===== src/rtl/aes_ti_pkg.sv =====
// Shared types and constants for the threshold-implementation AES S-box sequencer.
// Optional fresh-mask handshake is enabled with the AES_TI_REMASK_EN macro.
package aes_ti_pkg;

    localparam int STAGES_DEF    = 4;
    localparam int NUM_BYTES_DEF = 4;

    typedef enum logic [1:0] {
        IDLE  = 2'd0,
        ISSUE = 2'd1,
        DRAIN = 2'd2
    } sbox_state_e;

    // Counter width; never below 1 so a single-byte request still has a select bit.
    function automatic int clog2_min1(input int n);
        int w;
        w = 1;
        while ((32'sd1 << w) < n) w = w + 1;
        return w;
    endfunction

endpackage


===== src/rtl/ti_valid_pipe.sv =====
// Valid shift register mirroring the S-box pipeline: vld_o[k] is the load enable
// of register k, out_o is the registered enable of the last stage.
module ti_valid_pipe #(
    parameter int STAGES = 4
) (
    input  logic              clk_i,
    input  logic              rst_i,
    input  logic              vld_i,
    output logic [STAGES-1:0] vld_o,
    output logic              out_o
);

    logic [STAGES-1:0] vld_q;

    always_ff @(posedge clk_i) begin
        if (rst_i) begin
            vld_q <= '0;
        end else begin
            vld_q <= STAGES'({vld_q, vld_i});
        end
    end

    // Stage 0 loads in the issue cycle itself; stage k one cycle after stage k-1.
    assign vld_o = STAGES'({vld_q, vld_i});
    assign out_o = vld_q[STAGES-1];

endmodule


===== src/rtl/ti_sbox_sequencer.sv =====
// Control sequencer for the pipelined TI AES S-box: issues bytes, drives stage
// enables and result-slot captures. AES_TI_REMASK_EN adds the fresh-mask handshake.
module ti_sbox_sequencer import aes_ti_pkg::*; #(
    parameter  int STAGES    = STAGES_DEF,
    parameter  int NUM_BYTES = NUM_BYTES_DEF,
    localparam int SelW      = clog2_min1(NUM_BYTES)
) (
    input  logic              ClkxCI,
    input  logic              RstxRI,
    input  logic              StartxSI,
    output logic              BusyxSO,
    output logic              IssuexSO,
    output logic [SelW-1:0]   ByteSelxDO,
    output logic [STAGES-1:0] EnxSO,
    output logic              CapturexSO,
    output logic [SelW-1:0]   CapSelxDO,
    output logic              DonexSO,
`ifdef AES_TI_REMASK_EN
    output logic              RndReqxSO,
    input  logic              RndVldxSI,
`endif
    output sbox_state_e       DbgStatexDO
);

    localparam logic [SelW-1:0] LastIdx = SelW'(NUM_BYTES - 1);

    sbox_state_e       state_q;
    logic [SelW-1:0]   issue_cnt_q;
    logic [SelW-1:0]   cap_cnt_q;
    logic [STAGES-1:0] vld;
    logic              issue;
    logic              pipe_out;
    logic              capture;
    logic              last_issue;
    logic              done;

    // Handshakes: StartxSI is taken only in a cycle with BusyxSO=0 and is never queued;
    // with remasking, a byte issues only in a cycle where RndReqxSO and RndVldxSI are both 1.
`ifdef AES_TI_REMASK_EN
    logic cap_dly_q;

    assign issue = (state_q == ISSUE) && RndVldxSI;

    // Mask refresh adds one register between the last stage and the result slot.
    always_ff @(posedge ClkxCI) begin
        if (RstxRI) begin
            cap_dly_q <= 1'b0;
        end else begin
            cap_dly_q <= pipe_out;
        end
    end

    assign capture   = cap_dly_q;
    assign RndReqxSO = (state_q == ISSUE);
`else
    assign issue   = (state_q == ISSUE);
    assign capture = pipe_out;
`endif

    ti_valid_pipe #(
        .STAGES (STAGES)
    ) u_valid_pipe (
        .clk_i (ClkxCI),
        .rst_i (RstxRI),
        .vld_i (issue),
        .vld_o (vld),
        .out_o (pipe_out)
    );

    assign last_issue = issue && (issue_cnt_q == LastIdx);
    assign done       = capture && (cap_cnt_q == LastIdx);

    always_ff @(posedge ClkxCI) begin
        if (RstxRI) begin
            state_q     <= IDLE;
            issue_cnt_q <= '0;
            cap_cnt_q   <= '0;
        end else begin
            case (state_q)
                IDLE:    if (StartxSI)   state_q <= ISSUE;
                ISSUE:   if (last_issue) state_q <= DRAIN;
                DRAIN:   if (done)       state_q <= IDLE;
                default:                 state_q <= IDLE;
            endcase

            if (issue && (issue_cnt_q != LastIdx)) issue_cnt_q <= issue_cnt_q + SelW'(1);
            if (capture && (cap_cnt_q != LastIdx)) cap_cnt_q <= cap_cnt_q + SelW'(1);

            if ((state_q == DRAIN) && done) begin
                issue_cnt_q <= '0;
                cap_cnt_q   <= '0;
            end
        end
    end

    assign BusyxSO     = (state_q != IDLE);
    assign IssuexSO    = issue;
    assign ByteSelxDO  = issue_cnt_q;
    assign EnxSO       = vld;
    assign CapturexSO  = capture;
    assign CapSelxDO   = cap_cnt_q;
    assign DonexSO     = done;
    assign DbgStatexDO = state_q;

endmodule


===== config.mk =====
export PLATFORM = sky130hd
export DESIGN_NAME = ti_sbox_sequencer
export DESIGN_NICKNAME = d
export VERILOG_FILES = /design/src/rtl/aes_ti_pkg.sv /design/src/rtl/ti_valid_pipe.sv /design/src/rtl/ti_sbox_sequencer.sv
export SDC_FILE = /design/constraint.sdc
export NUM_CORES = 1
export LEC_CHECK = 0
export CORE_AREA = 2 2 39 41
export DETAILED_ROUTE_END_ITERATION = 7
export DIE_AREA = 0 0 41 43
export GPL_TIMING_DRIVEN = 0
export HOLD_SLACK_MARGIN = 0.06
export PLACE_DENSITY_LB_ADDON = 0.12
export SLEW_MARGIN = 10
export SYNTH_ARGS = -nofsm -noshare
export SYNTH_HDL_FRONTEND = slang
export SYNTH_SLANG_ARGS = --single-unit

===== constraint.sdc =====
create_clock -name ClkxCI -period 3.2 [get_ports ClkxCI]
set_input_delay 0.64 -clock ClkxCI [delete_from_list [all_inputs] [get_ports ClkxCI]]
set_output_delay 0.64 -clock ClkxCI [all_outputs]
set_load 0.1 [all_outputs]

## Word level (Yosys, flattened, before mapping)

Cells that the tools add are included.

| cells by class | value |
|---|---|
| add/subtract/negate cells | 2 |
| reductions and logical operators | 9 |
| equal/unequal tests | 9 |
| muxes and demuxes | 4 |

Operator list:

| cell | number |
|---|---|
| $ne 2x2->1 const B | 4 |
| $eq 2x2->1 const B | 3 |
| $mux 2 | 3 |
| $pmux 2 s3 | 1 |
| $logic_and 1x1->1 | 5 |
| $add 2x1->2 const B | 2 |
| $reduce_and 3->1 | 1 |
| $eq 2x1->1 const B | 1 |
| $logic_not 2->1 | 1 |
| $ne 2x1->1 const B | 1 |
| $reduce_bool 2->1 | 1 |
| $reduce_or 2->1 | 1 |

| word-level totals | value |
|---|---|
| input bits | 3 |
| register bits | 10 |

## Longest topological paths before layout

Gate-level depths: netlist of run 1.

| depth | value |
|---|---|
| depth after elaboration | 4 |
| mapped depth | 4 |

## Hierarchy

Synthesis of run 1 repeated with hierarchy kept, for this count alone.

| unflattened totals | value |
|---|---|
| cell total of the unflattened synthesis | 38 |
| area total of the unflattened synthesis | 401.6 um2 |

By module, submodules not included:

| module | area each (um2) | cells an instance | times used | seq. area each (um2) |
|---|---|---|---|---|
| ti_sbox_sequencer | 289.0 | 29 | 1 | 120.1 |
| ti_valid_pipe | 112.6 | 9 | 1 | 80.1 |

## Least setup slack after synthesis of run 1

Ideal clock, no wire load.

| timing path | value |
|---|---|
| kind | reg-to-output |
| start | reg cap_cnt_q[0], in the netlist CapSelxDO[0] |
| end | out DonexSO |
| cell stages (with the launch flop) | 3 |
| slack | 508 ps |
| data required time | 2560 ps |
| arrival | 2052 ps |
| cell sequence | dfxtp_1 > ha_1 > and2_1 |

| on the way | value |
|---|---|
| cells in the longest elaborated chain, start to end | 2 |

Ends and longest elaborated chain:

| element | RTL line | source |
|---|---|---|
| from (decl) | ti_sbox_sequencer.sv:29 | `logic [SelW-1:0] cap_cnt_q;` |
| from (signal assigned) | ti_sbox_sequencer.sv:87 | `if (capture && (cap_cnt_q != LastIdx)) cap_cnt_q <= cap_cnt_q + SelW'(1);` |
| $eq 2x2->1 | ti_sbox_sequencer.sv:71 | `assign done = capture && (cap_cnt_q == LastIdx);` |
| $logic_and 1x1->1 | ti_sbox_sequencer.sv:71 |  |
| to (decl) | ti_sbox_sequencer.sv:17 | `output logic DonexSO,` |

Every way passes these cells.

## Worst setup path after layout of run 1

| timing path | value |
|---|---|
| start | reg state_q[1], in the netlist DbgStatexDO[1] |
| end | out EnxSO[0] |

| on the way | value |
|---|---|
| cells in the longest elaborated chain, start to end | 1 |

Ends and longest elaborated chain:

| element | RTL line | source |
|---|---|---|
| from (decl) | ti_sbox_sequencer.sv:27 | `sbox_state_e state_q;` |
| from (signal assigned) | ti_sbox_sequencer.sv:75 | `state_q <= IDLE;` |
| from (signal assigned) | ti_sbox_sequencer.sv:80 | `IDLE: if (StartxSI) state_q <= ISSUE;` |
| from (signal assigned) | ti_sbox_sequencer.sv:81 | `ISSUE: if (last_issue) state_q <= DRAIN;` |
| $eq 2x1->1 | ti_sbox_sequencer.sv:56 | `assign issue = (state_q == ISSUE);` |
| to (decl) | ti_sbox_sequencer.sv:14 | `output logic [STAGES-1:0] EnxSO,` |

Every way passes these cells.

==> summary.md, run 1 <==
| Metric | Value |
|---|---|
| Outcome | finished clean |
| Worst setup margin | 0.4419 ns |
| Io pins | 17 |
| Met1 usage | 13.73% |
| Worst path max stage delay | 1.11 ns |
| Initial DRC count | 0 |
| Vias per inst | 4.575 |
| Syn Std Cell Area | 394.1 um^2 |
| Post_cts resized | 0 |
| Adder-cell share of the synthesized area | 6.349% |
| Total Wirelength | 739 um |
| DR pass1 iterations | 1 |
| Final setup TNS | 0 ns |
| Crit share post-route | 86.19% |
| Total Power | 0.3228 mW |
| Chip Height | 43 um |
| Crit start category | flop |
| Max Clock Skew | 0.0008838 ns |
| Worst EP arrival | 2.12 ns |
| Simple-gate share of the synthesized area | 23.81% |
| Static Leakage | 0.2399 nW |
| Pre-CTS WS | 0.7126 ns |
| Number of global-route vias before repair | 270 |
| FP Rows | 14 |
| Multiplexer share of the synthesized area | 5.079% |
| Routed vias | 334 |
| Setup bufs post-CTS | 0 |
| Global route overflow | 0 |
| Period minus WS final | 2.758 ns |
| Nets | 64 |
| First-pass GRT wire length | 1.173 mm |
| Largest family of logic cells by synthesized area | simple AND/OR/NAND/NOR gates |
| Largest net degree at the start of global routing | 9 |
| Htree depth | 1 |
| Layout cells sized above 1 | 14.04% |
| CTS tree | built |
| TritonCTS Buffers | 3 |
| Synthesized net count | 43 |
| Synth Warn # | 0 |
| Buffers on Ports | 16 |
| Antenna violations before repair | 0 |
| Worst skew pair latency | 0.26 ns |
| Longest Clk Path Bufs | 2 |
| CTS clock-pin slew for the worst setup and hold paths | 0.06 ns |
| M2 GR Usage | 11.88% |
| Area growth, synth to finish | 51.43% |
| Max-slew headroom | 35.38% |
| Yosys reg bits | 10 |
| Post-synthesis compound-gate area fraction | 6.667% |
| Worst path required time | 2.56 ns |
| F_max | 362.6 MHz |
| Fin. Hold Viols | 0 |
| Leading cell types in the layout, fill and taps excluded | 16 x clkdlybuf4s50_1, 10 x dfxtp_1, 5 x nor2_1, 5 x nor2b_1, 3 x clkbuf_4 |
| Commonest non-fill, non-tap cell in the layout | clkdlybuf4s50_1 |
| Worst min path class | reg2reg |
| Die X | 41 um |
| Total track usage | 11.10% |
| FF-to-FF setup slack | 2.03 ns |
| Hold buffer count at CTS | 0 |
| Global routing's busiest layer | met1 |
| Critical path class | reg2out |
| Mapped Cells | 38 |
| Max-cap viol count | 0 |
| Unique masters post-synth | 16 |
| Max Slew Vio Count | 0 |
| Initial Util | 28.48% |
| Pwr dens | 540.9 nW/um^2 |
| Worst Tran Pin Value | 0.9663 ns |
| Critical path's slowest cell | clkdlybuf4s50_1 |
| Unrepaired setup endpoints after global routing | no |
| Xor/xnor share of the synthesized area | 4.444% |
| Endpoints failing setup | 0 |
| Ant diodes | 0 |
| Die area | 1763 um^2 |
| Placeable Area | 1384 um^2 |
| VDD IR max | 0.2349 mV |
| Met3 Usage GRT | 6.283% |
| Syn Area/Cell | 10.37 um^2 |
| Worst setup EP type | primary output |
| Placer Congestion | 0.7108 |
| CP cell instances | and2b_2 > buf_4 > clkdlybuf4s50_1 |
| Register area share after synthesis | 50.79% |
| Post-route DRC | 0 |
| Root buf cell | clkbuf_4 |
| CP max FO | 8 |
| Clk sinks | 10 |
| Post-DRT Antenna Nets | 0 |
| Average wire per standard cell | 10.12 um |
| Post-DP HPWL | 571.8 um |
-- Yosys cell counts, drive strengths merged --
cell	count	area share [%]
a31o	1	2.2
nor2b	5	7.9
inv	1	0.95
or2	1	1.6
a22oi	1	1.9
nor3	2	2.5
dfxtp	10	51
nor3b	1	3.2
and2b	1	2.2
xnor2	2	4.4
and2	1	1.6
a21oi	2	2.5
nor2	5	4.8
ha	2	6.3
buf	1	1.9
mux2i	2	5.1
-- registers in the layout (all words and copies together), names as in the netlist --
name / cells
u_valid_pipe.vld_q: 4
DbgStatexDO: 2
ByteSelxDO: 2
CapSelxDO: 2
-- final cells by class --
cell class | instances | area [um^2]
fill | 160 | 787.0
sequential | 10 | 200.2
multi-input combinational | 26 | 182.7
timing repair buffer | 16 | 160.2
clock buffer | 3 | 22.52
tap | 16 | 20.02
buffer | 1 | 7.507
inverter | 1 | 3.754
-- where the power goes --
group / internal (mW) / switching [mW]
combinational: 0.0270 / 0.0779
sequential: 0.130 / 0.00487
clock: 0.0433 / 0.0397
-- per-stage QoR --
stage | hold slack, ns | std cells | area, um^2 | utilization, %
finish | 0.4624 | 73 | 596.8 | 43.13
detailed placement | 0.4578 | 70 | 574.3 | 41.50
CTS | 0.4679 | 73 | 596.8 | 43.13
global route | 0.4794 | 73 | 596.8 | 43.13
floorplan | 0.7111 | 38 | 394.1 | -
global placement | 0.4485 | 70 | 574.3 | 41.50
-- worst max-delay path, delay by kind of cell, from the launching register on --
kind / cells / cell delay, ns
flops: 1 / 0.38
buf+inv: 2 / 1.21
simple gates: 1 / 0.26
-- cell families (layout without fill, tap and decap cells) --
kind of cell             Yosys count  in the layout
adder cells (fa/ha/maj)            2              2
flip-flops                        10             10
multiplexers                       2              2
AND/OR/NAND/NOR                   16             16
XOR/XNOR                           2              2
AO/OA/AOI/OAI                      4              4
buffers and inverters              2             21
-- final timing paths --
| path | endpoint | startpoint | cells past startpoint |
|---|---|---|---|
| max | EnxSO[0] | DbgStatexDO[1]$_SDFFE_PP0P_ | 3 |
| min | u_valid_pipe.vld_q[1]$_SDFF_PP0_ | u_valid_pipe.vld_q[0]$_SDFF_PP0_ | 1 |
| max reg2reg | ByteSelxDO[1]$_SDFFE_PP0P_ | ByteSelxDO[0]$_SDFFE_PP0P_ | 4 |
| min reg2reg | u_valid_pipe.vld_q[1]$_SDFF_PP0_ | u_valid_pipe.vld_q[0]$_SDFF_PP0_ | 1 |
-- per-layer routing --
| layer | vias to the layer above | part of all wire, % |
|---|---|---|
| met4 | 0 | 1.5 |
| met3 | 2 | 6.2 |
| met1 | 160 | 46 |
| met5 | - | 0 |
| met2 | 8 | 46 |
| li1 | 164 | - |
Note: power is estimated with default switching activity, not from simulation.
==> run 2: changes to the inputs <==
- CELL_PAD_IN_SITES_DETAIL_PLACEMENT: unset -> 0
- CELL_PAD_IN_SITES_GLOBAL_PLACEMENT: unset -> 2
- DONT_BUFFER_PORTS: unset -> 1
==> run 2 against run 1 <==
  * First-iteration DRC count rose by 1
  * Setup slack lost 0.27 ns
  * Global-route usage decreased by 1.3 points
  * Critical path type unchanged
  * Largest cell class unchanged
  * Highest routed layer unchanged
==> summary.md, run 2 (synthesis results as in run 1) <==
| Metric | Value |
|---|---|
| Outcome | finished clean |
| Sequential Power Share | 53.1% |
| Routed vias | 279 |
| Worst min path class | in2reg |
| Final cell count without fillers | 58 |
| Clock Power Share | 33.3% |
| Pint | 0.2102 mW |
| Critical path class | reg2out |
| Clk sinks | 10 |
| Die X | 41 um |
| DR pass1 iterations | 2 |
| Placed insts | 54 |
| Area growth, synth to finish | 14.29% |
| Max Used Layer | met4 |
| Post-route DRC | 0 |
| Layout cells sized above 1 | 21.43% |
| Worst setup margin | 0.1739 ns |
| Buffers on Ports | 0 |
| Chip Height | 43 um |
| P_sw | 0.1202 mW |
| Post-DP HPWL | 569.7 um |
| Hold depth | 1 |
| Fillers | 154 |
| Pwr dens | 733.4 nW/um^2 |
| Commonest non-fill, non-tap cell in the layout | dfxtp_1 |
| Worst Hold Slack | 0.4379 ns |
| Average wire per standard cell | 12.29 um |
| CP max FO | 3 |
| Hold endpoint | u_valid_pipe.vld_q[1]$_SDFF_PP0_ |
| Initial Util | 28.48% |
| Htree depth | 1 |
| Post_cts resized | 0 |
| Max Clock Skew | 0.005812 ns |
| DRT met1 WL | 290 um |
| Total track usage | 9.849% |
| Static Leakage | 0.1902 nW |
| Reg area | 200.2 um^2 |
| Crit start category | flop |
| Path depth of the worst reg2reg path | 4 |
| First-pass GRT wire length | 1.062 mm |
| Worst path required time | 2.56 ns |
| Met2 wire length | 340 um |
| Root buf cell | clkbuf_4 |
| Worst Tran Pin Value | 1.163 ns |
| Worst setup EP type | primary output |
| Vias per inst | 4.810 |
| Endpoints failing setup | 0 |
| Comb power frac | 13.6% |
| FP Rows | 14 |
| Reg2reg start | CapSelxDO[0]$_SDFFE_PP0P_ |
| Nets | 48 |
| Total Wirelength | 713 um |
| Max Slew Vio Count | 0 |
| Total Power | 0.3304 mW |
| Max reg flops | 4 |
| Setup bufs post-CTS | 0 |
| TritonCTS Buffers | 3 |
| Placeable Area | 1384 um^2 |
| RR Endpoint | CapSelxDO[0]$_SDFFE_PP0P_ |
| Worst skew pair latency | 0.26 ns |
| Ant diodes | 0 |
| CTS clock-pin slew for the worst setup and hold paths | 0.06 ns |
| Unrepaired setup endpoints after global routing | no |
| F_max | 330.5 MHz |
| Max-slew headroom | 22.38% |
| Fin. Hold Viols | 0 |
| Antenna violations before repair | 0 |
| VDD IR max | 0.2669 mV |
| Number of global-route vias before repair | 254 |
| Largest net degree at the start of global routing | 9 |
| Max-cap viol count | 0 |
| Die area | 1763 um^2 |
| Switching Share | 36.38% |
| Global route overflow | 0 |
| FF-to-FF setup slack | 0.59 ns |
| Placer Congestion | 0.5838 |
| Multi-input gate area | 182.7 um^2 |
| Hold Startpoint | RstxRI |
| Worst EP arrival | 2.39 ns |
| Largest Register | u_valid_pipe.vld_q |
| Hold buffer count at CTS | 0 |
| Initial DRC count | 1 |
| Pre-CTS WS | 0.4361 ns |
| Longest Clk Path Bufs | 2 |
| Final setup TNS | 0 ns |
| DR WL met3 | 78 um |
| Io pins | 17 |
| Leading cell types in the layout, fill and taps excluded | 10 x dfxtp_1, 5 x nor2_1, 5 x nor2b_1 |
| Post-DRT Antenna Nets | 0 |
| Crit share post-route | 94.57% |
| CTS tree | built |
| Period minus WS final | 3.026 ns |
[run 2: changes by cell type in the layout (fill, tap and decap cells not counted)]
cell	delta
clkdlybuf4s50_1	-16
clkbuf_8	+1
[run 2: metal layers]
layer / global-route usage (%) / up-vias
li1: - / 134
met1: 10.00 / 130
met2: 13.13 / 13
met3: 9.948 / 2
met4: 4.000 / 0
met5: 0 / -
[run 2: stage by stage]
stage	utilization (%)	cell area, um^2
6_report	32.55	450.4
5_1_grt	32.55	450.4
4_1_cts	32.55	450.4
3_5_place_dp	29.93	414.1
3_3_place_gp	29.93	414.1
2_1_floorplan	-	394.1
[run 2: final cells by class]
cell class	instances	area share, %
clock buffers	4	8.056
well taps	16	4.444
multi-input cells	26	40.56
flip-flops and latches	10	44.44
inverters	1	0.8333
plain buffers	1	1.667
[run 2: critical path: stages, from the launching register on]
cell and delay (ns):
dfxtp_1 1.00, ha_1 0.33, and2_1 0.80
[run 2: worst max path at each step]
| stage | startpoint | to | slack (ns) | cells past startpoint |
|---|---|---|---|---|
| after global placement | CapSelxDO[0]$_SDFFE_PP0P_ | DonexSO | 0.43 | 2 |
| after CTS | CapSelxDO[0]$_SDFFE_PP0P_ | DonexSO | 0.14 | 2 |
| after floorplan | CapSelxDO[0]$_SDFFE_PP0P_ | DonexSO | 0.51 | 2 |
| after global routing | CapSelxDO[1]$_SDFFE_PP0P_ | DonexSO | 0.08 | 2 |
| final | CapSelxDO[0]$_SDFFE_PP0P_ | DonexSO | 0.17 | 2 |
| after detailed placement | CapSelxDO[0]$_SDFFE_PP0P_ | DonexSO | 0.44 | 2 |
[run 2: power groups by stage]
| stage | registers (mW) | clock network [mW] | logic, mW |
|---|---|---|---|
| after floorplan | 0.177 | 0 | 0.0430 |
| after global placement | 0.178 | 0 | 0.0448 |
| after detailed placement | 0.178 | 0 | 0.0456 |
| after CTS | 0.176 | 0.115 | 0.0457 |
| after global routing | 0.177 | 0.125 | 0.0482 |
| final | 0.175 | 0.110 | 0.0450 |
==> run 3: changes to the inputs <==
- HOLD_SLACK_MARGIN: 0.06 -> 0.08
==> results of run 3 <==
No change in the layout: final DEF, timing and power equal those of run 2.
